[config.mk]
export PLATFORM = sky130hd
export DESIGN_NAME = button_conditioner
export DESIGN_NICKNAME = d
export VERILOG_FILES = /design/src/rtl/btn_pkg.sv /design/src/rtl/debounce_fsm.sv /design/src/rtl/button_conditioner.sv
export SDC_FILE = /design/constraint.sdc
export NUM_CORES = 1
export LEC_CHECK = 0
export BUFFER_PORTS_ARGS = -buffer_cell sky130_fd_sc_hd__clkbuf_2
export CELL_PAD_IN_SITES_DETAIL_PLACEMENT = 0
export CELL_PAD_IN_SITES_GLOBAL_PLACEMENT = 2
export CORE_MARGIN = 4
export CORE_UTILIZATION = 34
export DETAILED_ROUTE_END_ITERATION = 16
export GPL_TIMING_DRIVEN = 0
export PLACE_DENSITY_LB_ADDON = 0.1
export SETUP_SLACK_MARGIN = 0.5
export SYNTH_ARGS = -nofsm -noshare
export SYNTH_HDL_FRONTEND = slang
export SYNTH_SLANG_ARGS = --single-unit
[constraint.sdc]
create_clock -name clk -period 2.05 [get_ports clk]
set_clock_uncertainty 0.2 [all_clocks]
set_input_delay 0.1025 -clock clk [delete_from_list [all_inputs] [get_ports clk]]
set_output_delay 0.1025 -clock clk [all_outputs]
set_load 0.05 [all_outputs]
[src/rtl/btn_pkg.sv]
// btn_pkg: debounce state encoding and raw-pin polarity helper shared by the button front end.
package btn_pkg;
  typedef enum logic [1:0] {IDLE, PRESS_WAIT, DOWN, RELEASE_WAIT} btn_state_e;
  localparam bit BTN_PRESSED_RAW_LOW = 1'b1;
  function automatic logic pressed_level(input logic raw, input bit active_low);
    return raw ^ active_low;
  endfunction
endpackage

[src/rtl/debounce_fsm.sv]
// debounce_fsm: two-flop synchroniser plus counting debounce FSM producing a clean pressed level and press/release pulses.
module debounce_fsm
  import btn_pkg::*;
#(
  parameter int DEBOUNCE_CYCLES = 500000,
  parameter bit BTN_ACTIVE_LOW  = BTN_PRESSED_RAW_LOW
) (
  input  logic       clk,
  input  logic       rst,
  input  logic       btn_raw_i,
  output logic       pressed_o,
  output logic       press_o,
  output logic       release_o,
  output btn_state_e state_o
);
  localparam int CW = $clog2(DEBOUNCE_CYCLES + 1);
  localparam logic [CW-1:0] LAST = CW'(DEBOUNCE_CYCLES - 1);
  logic [1:0] sync_q;
  logic p;
  btn_state_e state_q, state_d;
  logic [CW-1:0] cnt_q, cnt_d;
  // Polarity is folded in ahead of the flops so a cleared synchroniser reads "not pressed".
  assign p = sync_q[1];
  always_comb begin
    state_d   = state_q;
    cnt_d     = cnt_q;
    press_o   = 1'b0;
    release_o = 1'b0;
    unique case (state_q)
      IDLE: if (p) begin
        state_d = PRESS_WAIT;
        cnt_d   = CW'(1);
      end
      PRESS_WAIT: if (!p) begin
        state_d = IDLE;
        cnt_d   = '0;
      end else if (cnt_q == LAST) begin
        state_d = DOWN;
        cnt_d   = '0;
        press_o = 1'b1;
      end else cnt_d = cnt_q + 1'b1;
      DOWN: if (!p) begin
        state_d = RELEASE_WAIT;
        cnt_d   = CW'(1);
      end
      RELEASE_WAIT: if (p) begin
        state_d = DOWN;
        cnt_d   = '0;
      end else if (cnt_q == LAST) begin
        state_d   = IDLE;
        cnt_d     = '0;
        release_o = 1'b1;
      end else cnt_d = cnt_q + 1'b1;
      default: begin
        state_d = IDLE;
        cnt_d   = '0;
      end
    endcase
  end
  always_ff @(posedge clk) begin
    if (rst) begin
      sync_q  <= '0;
      state_q <= IDLE;
      cnt_q   <= '0;
    end else begin
      sync_q  <= {sync_q[0], pressed_level(btn_raw_i, BTN_ACTIVE_LOW)};
      state_q <= state_d;
      cnt_q   <= cnt_d;
    end
  end
  assign pressed_o = (state_q == DOWN) || (state_q == RELEASE_WAIT);
  assign state_o   = state_q;
endmodule

[src/rtl/button_conditioner.sv]
// button_conditioner: debounced run toggle and clear control for the counter chain.
// Optional LONG_PRESS_CLR_EN: holding run for LONG_CYCLES acts as a clear pulse without lowering clr_n.
module button_conditioner
  import btn_pkg::*;
#(
  parameter int DEBOUNCE_CYCLES = 500000,
  parameter bit BTN_ACTIVE_LOW  = BTN_PRESSED_RAW_LOW,
  parameter int LONG_CYCLES     = 100000000
) (
  input  logic clk,
  input  logic rst,
  input  logic btn_run_raw,
  input  logic btn_clr_raw,
  output logic run_en,
  output logic clr_n,
  output logic clr_req
);
  logic run_pressed, run_press, run_release;
  logic clr_pressed, clr_press, clr_release;
  btn_state_e run_state, clr_state;
  logic long_fire;
  logic run_en_q, run_en_d, clr_n_q, clr_n_d, clr_req_q, clr_req_d;
  debounce_fsm #(.DEBOUNCE_CYCLES(DEBOUNCE_CYCLES), .BTN_ACTIVE_LOW(BTN_ACTIVE_LOW)) u_run (
    .clk(clk), .rst(rst), .btn_raw_i(btn_run_raw), .pressed_o(run_pressed),
    .press_o(run_press), .release_o(run_release), .state_o(run_state)
  );
  debounce_fsm #(.DEBOUNCE_CYCLES(DEBOUNCE_CYCLES), .BTN_ACTIVE_LOW(BTN_ACTIVE_LOW)) u_clr (
    .clk(clk), .rst(rst), .btn_raw_i(btn_clr_raw), .pressed_o(clr_pressed),
    .press_o(clr_press), .release_o(clr_release), .state_o(clr_state)
  );
`ifdef LONG_PRESS_CLR_EN
  localparam int LW = $clog2(LONG_CYCLES + 1);
  logic [LW-1:0] long_q, long_d;
  // Saturating at LONG_CYCLES makes the long press fire only once per hold.
  assign long_fire = (run_state == DOWN) && (long_q == LW'(LONG_CYCLES - 1));
  assign long_d = (run_state != DOWN) ? '0 : (long_q == LW'(LONG_CYCLES)) ? long_q : long_q + 1'b1;
  always_ff @(posedge clk) begin
    if (rst) long_q <= '0;
    else long_q <= long_d;
  end
`else
  assign long_fire = 1'b0;
`endif
  logic unused_ok;
  assign unused_ok = ^{run_pressed, run_release, run_state, clr_pressed, clr_state, LONG_CYCLES};
  // Clear (pending, accepted or long-press) always beats a run toggle.
  always_comb begin
    clr_req_d = clr_press || long_fire;
    run_en_d  = (clr_req_d || !clr_n_q) ? 1'b0 : run_press ? !run_en_q : run_en_q;
    clr_n_d   = clr_press ? 1'b0 : clr_release ? 1'b1 : clr_n_q;
  end
  always_ff @(posedge clk) begin
    if (rst) begin
      run_en_q  <= 1'b0;
      clr_n_q   <= 1'b1;
      clr_req_q <= 1'b0;
    end else begin
      run_en_q  <= run_en_d;
      clr_n_q   <= clr_n_d;
      clr_req_q <= clr_req_d;
    end
  end
  assign run_en  = run_en_q;
  assign clr_n   = clr_n_q;
  assign clr_req = clr_req_q;
endmodule

==> reports/results.ini, run 1 <==
[critical_path]
required_ns=2.07
rrSetupSlack_ns=0.05
r2r-start=u_run.cnt_q[1]$_SDFFE_PP0P_
path_cells=ha_4 > and4_4 > and3_4 > buf_6 > a211oi_4 > buf_6 > buf_8 > a31oi_1 > a31oi_1
cp-end-kind=flip-flop
critPathMaxFanout=7
startpoint_type=flip-flop
critPathKind=flip-flop to flip-flop
reg2reg_depth=9
worst_path_largest_cell_delay_ns=0.36
arrival_ns=2.03
critical_path.slowest_cell=dfxtp_4
rr_endpoint=u_run.cnt_q[17]$_SDFFE_PP0P_

[detailed_routing]
vias_per_cell=5.267
route.detailed.drc=0
avgRoutedWirePerCell_um=14.38
firstDrtPassIters=4
wl_um=6299
drt_iter0_markers=49
via_count=2307
drtAntennaViolNets=0

[clock_network]
htree_levels=2
cts_buffers=5
cts_tree=done
cts_buffer_depth=2
cts_root_buf=clkbuf_8
cts_sinks=49
clkTransAtPathRegs_ns=0.09
insertion_delay_ns=0.30

[sta]
setup_viol=0
fin_hold_ws_ns=0.2410
maxSlewViolCount=0
finalCritPeriodShare=0.9770
fmax_mhz=499.3
relSlewSlack=0.4297
fin_setup_tns_ns=0
finalHoldViolations=0
fin_ws_ns=0.04722
worst_slew_pin_slew_ns=0.8508
rsz0062_at_grt=yes
fin_crit_ns=2.003

[synthesis]
syn_area_sq_um=2439
synthDistinctLibCells=46
ys_seq_area_frac=0.4023
synth_ff_type=dfxtp_1
syn_inst=293
synth-seq-cells=49
ys_warn_count=0
synth.avg_cell_area_sq_um=8.323
synth_edf_count=0
syn_nets=299
synthArstFlopShare=0

[place]
hpwl_um=4010
place.gp.congestion=0.7227
port_buffers=5
dpl_cell_area_sq_um=2688
place_inst=394
pre_cts_slack_ns=-0.2439

[power]
finalPower_mw=1.632
p_leak_nw=1.245
peakVddDrop_mv=0.3055
power_density_nw_per_um2=484.1

[die]
die_y_um=92.69
die-width_um=92.69
start_util=0.3550
ioPinCount=7
dieArea_sq_um=8591
num_rows=30
core_area_sq_um=6869

[run_status]
outcome=completed

[cells_and_area]
instances_no_fill=438
seqCellArea_sq_um=1018
layout-area-overhead-vs-synth_pct=38.28
fin_util=0.4909
antenna_cells=0
nFillCells=684
multiInputGateArea_sq_um=1640
stdcell_area_sq_um=3372
nNetsFinal=348
drive_above_1_share=0.3772

[grt]
grt_overflow=0
antenna_found_initial=0
grt_pass1_wl_um=10620
gr-usage-all-layers=0.1530
grt_max_degree=14
first_global_vias=2138

[worst_hold_path]
hp-class=flip-flop to flip-flop
min_path_cells=1
min-delay-start=u_run.sync_q[0]$_SDFF_PP0_
worstHoldEndpoint=u_run.sync_q[1]$_SDFF_PP0_

[run]
cap_viol_max_count=0

[critical path, delay by kind of cell (launching register included)]
kind / cells / cell delay [ns]
adders and majority gates: 1 / 0.16
DFF: 1 / 0.36
and+or+nand+nor: 2 / 0.36
buffers and inverters: 3 / 0.43
AOI/OAI and AO/OA: 3 / 0.41
[final cells by class]
| type | count | share of cell area |
|---|---|---|
| Multi-Input combinational cell | 223 | 0.4865 |
| Clock buffer | 7 | 0.02560 |
| Tap cell | 96 | 0.03562 |
| Buffer | 14 | 0.03451 |
| Timing Repair Buffer | 42 | 0.1080 |
| Sequential cell | 49 | 0.3020 |
| Inverter | 7 | 0.007792 |
[cells in the mapped netlist, types with 2 or more instances]
cell,instances,share of area
nand2b_1,4,0.010
and4_1,7,0.025
nor2b_1,3,0.0077
buf_2,2,0.0041
a31oi_1,21,0.054
o21ai_0,15,0.031
xnor2_1,6,0.022
and2_1,2,0.0051
or3_1,3,0.0077
nor2_1,19,0.029
nand3_1,17,0.035
xor2_1,7,0.025
mux2i_1,2,0.0082
inv_1,7,0.011
nand2_1,35,0.054
clkbuf_1,9,0.014
and3_1,13,0.033
nor3_1,7,0.014
nand4_1,10,0.026
a22o_1,2,0.0072
a21oi_1,17,0.035
buf_4,2,0.0062
dfxtp_1,49,0.40
ha_1,2,0.010
nand3b_1,2,0.0062
nor4_2,2,0.010
nor4b_1,3,0.011
a21o_1,6,0.018
o22ai_1,2,0.0051
[registers in the layout, summed over array words and instances, names as in the netlist, named ones only]
register / cells
clr_n: 1
clr_req: 1
run_en: 1
u_clr.cnt_q: 19
u_clr.state_o: 1
u_clr.sync_q: 2
u_run.cnt_q: 19
u_run.state_o: 1
u_run.sync_q: 2
[cell usage in the layout (no fill, tap or decap), types with 6 or more instances in the layout]
cell      count
o21ai_1       7
buf_4        29
a21oi_1       6
inv_1         7
a21oi_2      10
o21ai_2       6
dfxtp_4       6
xor2_1        6
and3_1        8
nand4_1      10
clkbuf_2      7
clkbuf_1      6
nor2_1       17
nand3_1      14
a31oi_1      20
dfxtp_1      31
buf_6         9
nand2_1      32
dfxtp_2      12
clkbuf_8      6
[cell families after synthesis]
logic type,count (synthesis),share of synthesized area
buffers and inverters,21,0.03951
flip-flops,49,0.4023
AND/OR/NAND/NOR,134,0.3043
multiplexers,2,0.008210
XOR/XNOR,14,0.05336
AO/OA/AOI/OAI,71,0.1822
adder cells (fa/ha/maj),2,0.01026
[where the power goes]
part           internal [mW]  switching [mW]
registers              0.953         0.00747
logic                 0.0352          0.0535
clock network          0.269           0.315
total                   1.26           0.376
[worst max-delay path by stage]
stage	start	end	slack [ns]	cells after the start
finish	u_run.cnt_q[1]$_SDFFE_PP0P_	u_run.cnt_q[17]$_SDFFE_PP0P_	0.05	9
global route	u_run.cnt_q[1]$_SDFFE_PP0P_	u_run.cnt_q[16]$_SDFFE_PP0P_	-0.04	9
CTS	u_run.cnt_q[0]$_SDFFE_PP0P_	u_run.cnt_q[17]$_SDFFE_PP0P_	0.04	9
detailed placement	flip-flop	u_clr.cnt_q[17]$_SDFFE_PP0P_	-0.24	4
global placement	flip-flop	u_clr.cnt_q[17]$_SDFFE_PP0P_	-0.23	4
floorplan	u_clr.cnt_q[9]$_SDFFE_PP0P_	u_clr.cnt_q[17]$_SDFFE_PP0P_	0.07	6
[layer usage]
metal  track usage  wire length [um]
met1        0.2024              3009
met2        0.2574              3092
met3       0.02924               129
met4       0.03663                68
met5             0                 0
[timing repair]
item,in CTS,in global routing
pin swaps,21,21
buffers inserted,31,2
endpoints found under the setup margin,44,47
hold buffers,2,0
endpoints found under the hold margin,2,0
cloned,1,1
gates resized for setup,45,37
Note: power is estimated with default switching activity, not from simulation.
==> inputs of run 2 (changes only) <==
==> constraint.sdc (replaced) <==
create_clock -name clk -period 2.05 [get_ports clk]
set_clock_uncertainty 0.2 [all_clocks]
set_input_delay 0.5125 -clock clk [delete_from_list [all_inputs] [get_ports clk]]
set_output_delay 0.5125 -clock clk [all_outputs]
set_load 0.05 [all_outputs]
==> run 2 against run 1 <==
Net effect:
- sequential power hardly changed
- flip-flop and latch count stayed put
- critical path depth down 3
- combinational power up 4.1%
- register-to-register slack worse by 0.02 ns
- critical path type unchanged
- largest cell class unchanged
==> reports/results.ini, run 2 (synthesized netlist as in run 1, its figures left out) <==
[sta]
relSlewSlack=0.4333
fin_setup_tns_ns=0
fmax_mhz=493.7
worst_slew_pin_slew_ns=0.8454
rsz0062_at_grt=yes
fin_crit_ns=2.025
maxSlewViolCount=0
fin_hold_ws_ns=0.1381
finalCritPeriodShare=0.9880
finalHoldViolations=0
setup_viol=0

[power]
peakVddDrop_mv=0.3309
power_density_nw_per_um2=532.1
p_leak_nw=1.341

[grt]
grt_pass1_wl_um=10910
gr-usage-all-layers=0.1593
first_global_vias=2218
grt_overflow=0
grt_max_degree=16
antenna_found_initial=0

[critical_path]
cpLargestDelayFamily=simple AND/OR/NAND/NOR gates
worst_path_largest_cell_delay_ns=0.52
reg2reg_depth=6
arrival_ns=2.04
crit_buf_inv=1
startpoint_type=flip-flop
cp-end-kind=flip-flop
critPathKind=flip-flop to flip-flop
rr_endpoint=u_clr.cnt_q[17]$_SDFFE_PP0P_
critical_path.slowest_cell=or4b_4
critPathMaxFanout=6
rrSetupSlack_ns=0.02
required_ns=2.06
path_cells=or4b_4 > nor3_4 > a21oi_2 > buf_6 > a21o_1 > a22o_1
r2r-start=u_clr.cnt_q[7]$_SDFFE_PP0P_

[clock_network]
cts_buffers=5
htree_levels=2
clkTransAtPathRegs_ns=0.10
cts_root_buf=clkbuf_8
insertion_delay_ns=0.31
cts_tree=done
hold_buffers=0
cts_sinks=49
cts_buffer_depth=2

[run]
cap_viol_max_count=0

[detailed_routing]
firstDrtPassIters=4
drt_iter0_markers=80
vias_per_cell=5.270
wl_um=6635
route.detailed.drc=0
drtAntennaViolNets=0
avgRoutedWirePerCell_um=14.91
via_count=2345

[place]
place.gp.congestion=0.7389
hpwl_um=4005
port_buffers=5

[die]
die_y_um=92.69
num_rows=30
die-width_um=92.69
start_util=0.3550
core_area_sq_um=6869
dieArea_sq_um=8591
ioPinCount=7

[worst_hold_path]
worstHoldEndpoint=u_clr.sync_q[0]$_SDFF_PP0_
min-delay-start=btn_clr_raw
hp-class=primary input to flip-flop
min_path_cells=2

[cells_and_area]
fin_util=0.5182
nFillCells=637
antenna_cells=0
nNetsFinal=354
multiInputGateArea_sq_um=1683
seqCellArea_sq_um=1026
drive_above_1_share=0.4212
mostFrequentLayoutCells=nand2_1, buf_4, dfxtp_1, a31oi_1
layout-area-overhead-vs-synth_pct=45.97
reg_top3=u_clr.cnt_q: 19 flops, u_run.cnt_q: 19 flops

[run_status]
outcome=completed

==> run 2: layer usage <==
metal	wire (um)	up-vias	GRT usage
met5	0	-	0
met4	139	0	0.05739
met3	157	12	0.02681
met2	3267	32	0.2640
met1	3071	1114	0.2082
li1	-	1187	-
==> run 2: metrics by stage <==
stage | power, mW | setup slack, ns | std cells | cell area, sq um
finish | 1.894 | 0.02462 | 445 | 3560
global route | 1.953 | -0.04111 | 445 | 3560
CTS | 1.905 | 0.04219 | 439 | 3347
detailed placement | 1.062 | -0.1845 | 394 | 2709
global placement | 1.061 | -0.1902 | 394 | 2709
floorplan | 1.040 | 0.07073 | 293 | 2564
==> run 2: cell type report <==
cell class,count,area share
inverter,7,0.007381
timing repair buffer,48,0.1279
tap,96,0.03374
clock inverter,3,0.01828
buffer,14,0.03234
sequential,49,0.2882
multi-input combinational,223,0.4728
clock buffer,5,0.01933
==> run 2: worst max path at each step <==
stage / slack [ns] / from / depth (start not counted) / endpoint
after global placement: -0.19 / u_run.cnt_q[0]$_SDFFE_PP0P_ / 8 / u_run.cnt_q[17]$_SDFFE_PP0P_
final: 0.02 / u_clr.cnt_q[7]$_SDFFE_PP0P_ / 6 / u_clr.cnt_q[17]$_SDFFE_PP0P_
after detailed placement: -0.18 / u_run.cnt_q[0]$_SDFFE_PP0P_ / 8 / u_run.cnt_q[16]$_SDFFE_PP0P_
after floorplan: 0.07 / u_clr.cnt_q[9]$_SDFFE_PP0P_ / 6 / u_clr.cnt_q[17]$_SDFFE_PP0P_
after global routing: -0.04 / u_run.cnt_q[7]$_SDFFE_PP0P_ / 8 / u_run.cnt_q[8]$_SDFFE_PP0P_
after CTS: 0.04 / u_run.cnt_q[0]$_SDFFE_PP0P_ / 9 / u_run.cnt_q[8]$_SDFFE_PP0P_
==> run 2: timing repair <==
item                       CTS  global route
setup buffers               34             6
gates resized for setup     55            49
setup endpoints to repair   47            47
pin swaps                   21            21
cloned                       3             0
==> run 2: power breakdown <==
part | leakage, nW | switching (mW) | internal [mW]
combinational | 0.865 | 0.0565 | 0.0358
sequential | 0.407 | 0.00678 | 0.951
clock | 0.0681 | 0.359 | 0.485
total | 1.34 | 0.423 | 1.47
